### src/rtl/arith_pkg.sv
// Shared arithmetic datapath definitions: sequencer state
// encoding and start/busy/done handshake levels.
package arith_pkg;

  localparam logic [1:0] ST_IDLE = 2'd0;
  localparam logic [1:0] ST_RUN  = 2'd1;
  localparam logic [1:0] ST_DONE = 2'd2;

  localparam logic HS_ON  = 1'b1;
  localparam logic HS_OFF = 1'b0;

  // Any state other than RUN (including the unused code) takes a start.
  function automatic logic can_accept(input logic [1:0] st);
    return st != ST_RUN;
  endfunction

endpackage

### src/rtl/mul_step.sv
// One radix-2 shift-and-add iteration: conditional add of the
// multiplicand into the upper half, then shift right with carry.
module mul_step #(
  parameter int WIDTH = 8
) (
  input  logic [2*WIDTH-1:0] i_acc,
  input  logic [WIDTH-1:0]   i_mcand,
  output logic [2*WIDTH-1:0] o_acc
);

  logic [WIDTH:0] w_addend;
  logic [WIDTH:0] w_sum;

  assign w_addend = i_acc[0] ? {1'b0, i_mcand} : '0;
  assign w_sum    = {1'b0, i_acc[2*WIDTH-1:WIDTH]} + w_addend;
  assign o_acc    = {w_sum, i_acc[WIDTH-1:1]};

endmodule

### src/rtl/shift_add_multiplier.sv
// Sequential unsigned shift-and-add multiplier, one multiplier bit
// per clock, with a start/busy/done handshake.
module shift_add_multiplier
  import arith_pkg::*;
#(
  parameter int WIDTH = 8
) (
  input  logic               clk,
  input  logic               rst_n,
  input  logic               start,
  input  logic [WIDTH-1:0]   a,
  input  logic [WIDTH-1:0]   b,
  output logic [2*WIDTH-1:0] p,
  output logic               busy,
  output logic               done
);

  localparam int CW = (WIDTH > 1) ? $clog2(WIDTH) : 1;

  logic [1:0]         r_state;
  logic [WIDTH-1:0]   r_mcand;
  logic [2*WIDTH-1:0] r_acc;
  logic [CW-1:0]      r_count;
  logic [2*WIDTH-1:0] r_p;
  logic               r_busy;
  logic               r_done;

  logic [2*WIDTH-1:0] w_next_acc;
  logic               w_last;

  mul_step #(
    .WIDTH(WIDTH)
  ) u_step (
    .i_acc  (r_acc),
    .i_mcand(r_mcand),
    .o_acc  (w_next_acc)
  );

  assign w_last = (r_count == CW'(WIDTH - 1));

  always_ff @(posedge clk) begin
    if (!rst_n) begin
      r_state <= ST_IDLE;
      r_mcand <= '0;
      r_acc   <= '0;
      r_count <= '0;
      r_p     <= '0;
      r_busy  <= HS_OFF;
      r_done  <= HS_OFF;
    end else begin
      r_done <= HS_OFF;
      case (r_state)
        ST_RUN: begin
          r_acc   <= w_next_acc;
          r_count <= r_count + CW'(1);
          if (w_last) begin
            r_p     <= w_next_acc;
            r_busy  <= HS_OFF;
            r_done  <= HS_ON;
            r_state <= ST_DONE;
          end
        end
        default: begin
          // IDLE, DONE and the unused code all behave as IDLE here
          if (start && can_accept(r_state)) begin
            r_mcand <= a;
            r_acc   <= {{WIDTH{1'b0}}, b};
            r_count <= '0;
            r_busy  <= HS_ON;
            r_state <= ST_RUN;
          end else begin
            r_state <= ST_IDLE;
          end
        end
      endcase
    end
  end

  assign p    = r_p;
  assign busy = r_busy;
  assign done = r_done;

endmodule

### config.mk
export PLATFORM = sky130hd
export DESIGN_NAME = shift_add_multiplier
export DESIGN_NICKNAME = d
export VERILOG_FILES = /design/src/rtl/arith_pkg.sv /design/src/rtl/mul_step.sv /design/src/rtl/shift_add_multiplier.sv
export SDC_FILE = /design/constraint.sdc
export NUM_CORES = 1
export LEC_CHECK = 0
export CORE_MARGIN = 8
export CORE_UTILIZATION = 45
export DETAILED_ROUTE_END_ITERATION = 7
export PLACE_DENSITY = 0.77
export SLEW_MARGIN = 20
export SYNTH_ARGS = -nofsm -noshare
export SYNTH_HDL_FRONTEND = slang
export SYNTH_SLANG_ARGS = --single-unit
export TNS_END_PERCENT = 1
### constraint.sdc
create_clock -name clk -period 2.3 [get_ports clk]
set_clock_uncertainty 0.15 [all_clocks]
set_input_delay 0.23 -clock clk [delete_from_list [all_inputs] [get_ports clk]]
set_output_delay 0.23 -clock clk [all_outputs]
set_load 0.1 [all_outputs]
* Yosys cells after proc, flatten, opt, wreduce, memory -nomap -nowiden *
Index checks and enable logic that the tools add are counted.

word-level totals
  output and inout bits = 18
  word-level logic and storage cells = 32
  flip-flop bits (word level) = 47
  bits of input ports = 19

cells by class
  add/subtract/negate cells = 2
  bitwise logic cells = 1
  reduce and logical (&&, ||, !) cells = 6
  multiplexer cells = 12
  equality and inequality tests = 4

operators by type and width
  operator                                                          number
  16-bit two-way mux                                                2
  8-bit by 9-bit adder with 9-bit output                            1
  8-bit two-way mux                                                 1
  2-bit AND reduction                                               4
  3-bit two-way mux                                                 2
  1-bit two-way mux                                                 5
  2-bit two-way mux                                                 2
  3-bit by 1-bit adder with 3-bit output (second input constant)    1
  3-bit == test (second input constant)                             1
  2-bit by 1-bit == test with 1-bit output (second input constant)  1
  2-bit by 1-bit != test with 1-bit output (second input constant)  1
  2-bit != test (second input constant)                             1
  2-bit nonzero test                                                1
  1-bit logical AND                                                 1
  1-bit NOT                                                         1

* Depth between registers and ports, before layout *
  word-level depth = 4
  depth in mapped cells = 7
  depth with buffers taken out = 7

* Modules after synthesis *
Synthesis repeated with hierarchy kept, for this count alone.

second synthesis, totals
  cell total of the unflattened synthesis = 228
  area total of the unflattened synthesis = 2195.9 µm²

modules (own cells, without submodules)
  module                times used  seq. area each (µm²)  area an instance (µm²)  cells an instance
  shift_add_multiplier  1           940.9                 1769.2                  171
  mul_step              1           0.0                   426.7                   57

* Worst setup path after synthesis *
OpenSTA, ideal clock, no wires.

  path kind = register to register
  start point = register r_acc[0]
  end point = register r_acc[15]
  required time = 2034 ps
  period minus slack after synthesis = 2209 ps
  setup slack = 91 ps
  setup time = 116 ps
  stages on the path, launching flop included = 8
  arrival = 1943 ps
  cell sequence = dfxtp_1 > and2_1 > ha_1 > fa_1 > a21o_1 > a221oi_1 > o21ai_1 > a31o_2

between the ends
  cells in the longest elaborated chain, start to end = 3

ends and longest elaborated chain
  item                                    RTL line                    text
  start: declaration                      shift_add_multiplier.sv:22  logic [2*WIDTH-1:0] r_acc;
  start signal: assignment                shift_add_multiplier.sv:54  r_acc <= w_next_acc;
  start signal: assignment                shift_add_multiplier.sv:67  r_acc <= {{WIDTH{1'b0}}, b};
  8-bit two-way mux                       mul_step.sv:14              assign w_addend = i_acc[0] ? {1'b0, i_mcand} : '0;
  8-bit by 9-bit adder with 9-bit output  mul_step.sv:15              assign w_sum = {1'b0, i_acc[2*WIDTH-1:WIDTH]} + w_addend;
  16-bit two-way mux                      shift_add_multiplier.sv:52  case (r_state)

No other way between the ends.
A chain may end at the register's enable or synchronous reset.

* Worst setup path after layout *
Same ends and word-level chain as after synthesis.

==> report_table.html <==
<table>
<tr><th>Metric</th><th>Value</th></tr>
<tr><th colspan="2">Power</th></tr>
<tr><td>Leakage component of the power</td><td>1.227 nW</td></tr>
<tr><td>Power density normalized to cell area</td><td>approximately 600 nW/um2</td></tr>
<tr><td>Max VDD drop</td><td>between 300 and 400 uV</td></tr>
<tr><td>Total chip power</td><td>1.611 mW</td></tr>
<tr><th colspan="2">Setup path</th></tr>
<tr><td>Critical path launch point type</td><td>register</td></tr>
<tr><td>Crit path kind</td><td>register to register</td></tr>
<tr><td>Critical Path End Type</td><td>register</td></tr>
<tr><td>Worst-path maximum fanout</td><td>5</td></tr>
<tr><td>Critical path data required time</td><td>between 2000 and 2500 ps</td></tr>
<tr><td>Critical path data arrival time</td><td>2280 ps</td></tr>
<tr><th colspan="2">Synth</th></tr>
<tr><td>Average footprint of a synthesized cell</td><td>~9.6 um2</td></tr>
<tr><td>EDFF count, synth</td><td>0</td></tr>
<tr><td>Top cells by area in the synthesized netlist</td><td>sky130_fd_sc_hd__dfxtp_1, sky130_fd_sc_hd__ha_1, sky130_fd_sc_hd__nand2_1</td></tr>
<tr><td>Share of the yosys chip area belonging to registers</td><td>between 40 and 50%</td></tr>
<tr><td>Top cell types by occurrence after synthesis</td><td>sky130_fd_sc_hd__dfxtp_1, sky130_fd_sc_hd__nand2_1, sky130_fd_sc_hd__a21boi_0, sky130_fd_sc_hd__nand3_1, sky130_fd_sc_hd__a22o_1</td></tr>
<tr><td>Dominant cell by count in the synthesized netlist</td><td>sky130_fd_sc_hd__dfxtp_1</td></tr>
<tr><td>Post-synthesis sequential element count</td><td>47</td></tr>
<tr><td>Area share of the largest cell type after synthesis</td><td>44.44%</td></tr>
<tr><td>Post-synthesis cell type count</td><td>39</td></tr>
<tr><td>Post-Syn Instances</td><td>between 200 and 250</td></tr>
<tr><td>Most frequently used flop master after synthesis</td><td>sky130_fd_sc_hd__dfxtp_1</td></tr>
<tr><td>Library cell with the largest summed area after synthesis</td><td>sky130_fd_sc_hd__dfxtp_1</td></tr>
<tr><td>Net count of the mapped netlist</td><td>between 200 and 300</td></tr>
<tr><td>Asr flop ratio synth</td><td>0%</td></tr>
<tr><td>Count of warnings emitted by yosys</td><td>0</td></tr>
<tr><td>Cell area after synthesis</td><td>approximately 2100 um2</td></tr>
<tr><th colspan="2">Floorplanning</th></tr>
<tr><td>Starting density of the core</td><td>~46%</td></tr>
<tr><td>X dimension of the die</td><td>roughly 85 um</td></tr>
<tr><td>Total number of placement rows</td><td>25</td></tr>
<tr><td>Die boundary height</td><td>roughly 85 um</td></tr>
<tr><td>Die footprint</td><td>7155 um2</td></tr>
<tr><td>Core footprint</td><td>between 4000 and 5000 um2</td></tr>
<tr><td>Number of top-level design ports</td><td>37</td></tr>
<tr><th colspan="2">Timing</th></tr>
<tr><td>Highest Clock Rate</td><td>between 400 and 500 MHz</td></tr>
<tr><td>Slew Limit Headroom</td><td>between 60% and 70%</td></tr>
<tr><td>Post-layout minimum cycle time</td><td>2232 ps</td></tr>
<tr><td>Post-route clock period utilization</td><td>97.03%</td></tr>
<tr><td>Endpoints failing setup</td><td>0</td></tr>
<tr><td>Hold_ws</td><td>310.0 ps</td></tr>
<tr><td>Setup repair after global routing missed its margin</td><td>true</td></tr>
<tr><td>Hold violation count in the final report</td><td>0</td></tr>
<tr><td>Number of pins with negative max-slew slack in the final report</td><td>0</td></tr>
<tr><td>Worst-margin pin slew</td><td>493.8 ps</td></tr>
<tr><th colspan="2">Final layout</th></tr>
<tr><td>Multi-input gate area in the final layout</td><td>1140 um2</td></tr>
<tr><td>Sequential cell area</td><td>942.2 um2</td></tr>
<tr><td>Final Util</td><td>approximately 58%</td></tr>
<tr><td>Layout Area Growth over Synthesis</td><td>25.89%</td></tr>
<tr><td>Antenna diode count</td><td>0</td></tr>
<tr><td>Share of post-route cells with drive strength above 1</td><td>15.71%</td></tr>
<tr><td>Net total in the final layout</td><td>291</td></tr>
<tr><td>Number of non-filler instances in the completed layout</td><td>315</td></tr>
<tr><td>Area of all placed cells without fillers</td><td>about 2700 um2</td></tr>
<tr><td>Layout filler cell count</td><td>between 400 and 500</td></tr>
<tr><th colspan="2">CTS</th></tr>
<tr><td>Number of hold buffers added after cts</td><td>0</td></tr>
<tr><td>Sink count of the clock tree</td><td>47</td></tr>
<tr><td>Clock Path Buffers</td><td>2</td></tr>
<tr><td>CTS root buffer</td><td>sky130_fd_sc_hd__clkbuf_8</td></tr>
<tr><td>Clock transition at the registers of the reported paths</td><td>approximately 90 ps</td></tr>
<tr><td>Clock tree from TritonCTS</td><td>yes</td></tr>
<tr><td>Later-pin clock latency in the skew report</td><td>around 300 ps</td></tr>
<tr><td># H-tree levels</td><td>2</td></tr>
<tr><td>Number of buffers created by CTS</td><td>5</td></tr>
<tr><th colspan="2">GRT</th></tr>
<tr><td>Via count of the first global-routing pass</td><td>between 1,500 and 2,000</td></tr>
<tr><td>Total congestion overflow</td><td>0</td></tr>
<tr><td>Wire length of the first global-routing pass</td><td>~7900 um</td></tr>
<tr><td>Global Route Usage Sum</td><td>about 13%</td></tr>
<tr><td>Maximum number of pins on one net before global-route repair</td><td>30</td></tr>
<tr><td>Initial antenna violation count</td><td>0</td></tr>
<tr><th colspan="2">Route</th></tr>
<tr><td>Wire length per cell</td><td>between 15 and 20 um</td></tr>
<tr><td>Post-route DRC</td><td>0</td></tr>
<tr><td>Detailed-route wire length</td><td>between 4000 and 5000 um</td></tr>
<tr><td>Routed via count</td><td>1,755</td></tr>
<tr><td>Violation count after the first detailed-routing iteration</td><td>about 160</td></tr>
<tr><td>Number of iterations in the first detailed-routing pass</td><td>4</td></tr>
<tr><td>Antenna Nets Post-Route</td><td>0</td></tr>
<tr><td>Routed vias/inst</td><td>5.571</td></tr>
<tr><th colspan="2">Placement</th></tr>
<tr><td>Port Buffer Count</td><td>36</td></tr>
<tr><td>DP Wirelength</td><td>around 3400 um</td></tr>
<tr><td>Weighted congestion at the end of routability-driven global placement</td><td>approximately 0.85</td></tr>
<tr><td>Area post-placement</td><td>2524 um2</td></tr>
<tr><td>Placed cell count</td><td>just over 300</td></tr>
<tr><th colspan="2">Worst hold path</th></tr>
<tr><td>Type of the most critical hold path</td><td>register to register</td></tr>
<tr><th colspan="2">Run</th></tr>
<tr><td>Max Cap Violations</td><td>0</td></tr>
<tr><th colspan="2">Run status</th></tr>
<tr><td>Run status</td><td>complete, no violations</td></tr>
</table>
## timing repair
action | 4_1_cts | 5_1_grt
pin swaps | 0 | 1
gates resized for setup | 1 | 3
cloned | 0 | 0
buffers inserted | 0 | 1
setup endpoints to repair | 2 | 5
## stage by stage
step	setup TNS [ps]	setup slack [ps]
6_report	0	68.32
5_1_grt	-9.379	-9.379
4_1_cts	0	0.1383
3_5_place_dp	-118.0	-87.23
3_3_place_gp	0	4.161
2_1_floorplan	0	90.89
## state kept, by name (all words and copies together), names as in the netlist
register / count
busy: 1
done: 1
p: 16
r_acc: 16
r_count: 3
r_mcand: 8
r_state: 2
## metal layers
metal  wire length [um]  global-route usage (%)
met4                 57                   4.854
met1               2196                   15.85
met5                  0                       0
met3                197                   3.707
met2               2326                   22.48
## cells in the final DEF, fill, tap and decap left out, types with 2 or more instances in the layout
| master | Yosys | routed |
|---|---|---|
| sky130_fd_sc_hd__a21oi_1 | 7 | 7 |
| sky130_fd_sc_hd__a32o_1 | 2 | 2 |
| sky130_fd_sc_hd__nand2_1 | 28 | 28 |
| sky130_fd_sc_hd__or3_1 | 3 | 3 |
| sky130_fd_sc_hd__xor2_1 | 3 | 3 |
| sky130_fd_sc_hd__nor2_1 | 2 | 2 |
| sky130_fd_sc_hd__nand4b_1 | 4 | 4 |
| sky130_fd_sc_hd__nor2b_1 | 4 | 4 |
| sky130_fd_sc_hd__dfxtp_1 | 47 | 46 |
| sky130_fd_sc_hd__nand3b_1 | 4 | 4 |
| sky130_fd_sc_hd__o21ai_0 | 8 | 8 |
| sky130_fd_sc_hd__a22o_1 | 11 | 11 |
| sky130_fd_sc_hd__a21o_1 | 3 | 3 |
| sky130_fd_sc_hd__nand3_1 | 13 | 13 |
| sky130_fd_sc_hd__a21boi_0 | 13 | 13 |
| sky130_fd_sc_hd__and2_1 | 8 | 8 |
| sky130_fd_sc_hd__clkbuf_8 | 0 | 5 |
| sky130_fd_sc_hd__o211a_1 | 8 | 8 |
| sky130_fd_sc_hd__clkdlybuf4s50_1 | 0 | 18 |
| sky130_fd_sc_hd__mux2i_1 | 8 | 8 |
| sky130_fd_sc_hd__ha_1 | 10 | 9 |
| sky130_fd_sc_hd__nor3b_1 | 3 | 3 |
| sky130_fd_sc_hd__buf_4 | 0 | 30 |
| sky130_fd_sc_hd__inv_1 | 2 | 2 |
## final timing paths
kind | startpoint | endpoint | slack, ps | cells past startpoint
min reg2reg | r_mcand[3] | r_mcand[3] | 310 | 2
max reg2reg | r_acc[0] | r_acc[15] | 70 | 7
max | r_acc[0] | r_acc[15] | 70 | 7
min | r_mcand[3] | r_mcand[3] | 310 | 2
## layout make-up
class	instances	area share, %
Clock buffer	6	2.723
Inverter	2	0.2817
Timing Repair Buffer	48	15.21
Clock inverter	1	1.127
Sequential cell	47	35.35
Tap cell	54	2.535
Multi-Input combinational cell	157	42.77
## kinds of logic after synthesis
group / Yosys count / share of synthesized area (%)
simple gates: 76 / 19.33
buf+inv: 16 / 3.133
fa+ha+maj: 11 / 6.856
mux: 8 / 3.783
xor+xnor: 3 / 1.241
compound gates: 59 / 21.22
flops: 47 / 44.44
## power by group
group / total, mW / switching, mW / leakage (nW) / internal (mW)
logic: 0.170 / 0.0866 / 0.793 / 0.0838
registers: 0.855 / 0.0166 / 0.383 / 0.839
clock network: 0.585 / 0.266 / 0.0513 / 0.319
## critical path: stages, from the launching register on
cell	delay [ps]
sky130_fd_sc_hd__dfxtp_2	340
sky130_fd_sc_hd__and2_1	130
sky130_fd_sc_hd__ha_1	210
sky130_fd_sc_hd__fa_1	420
sky130_fd_sc_hd__a21o_1	240
sky130_fd_sc_hd__a221oi_4	260
sky130_fd_sc_hd__o21ai_1	130
sky130_fd_sc_hd__a31o_2	250
No activity file was read; power rests on OpenSTA's default activity.
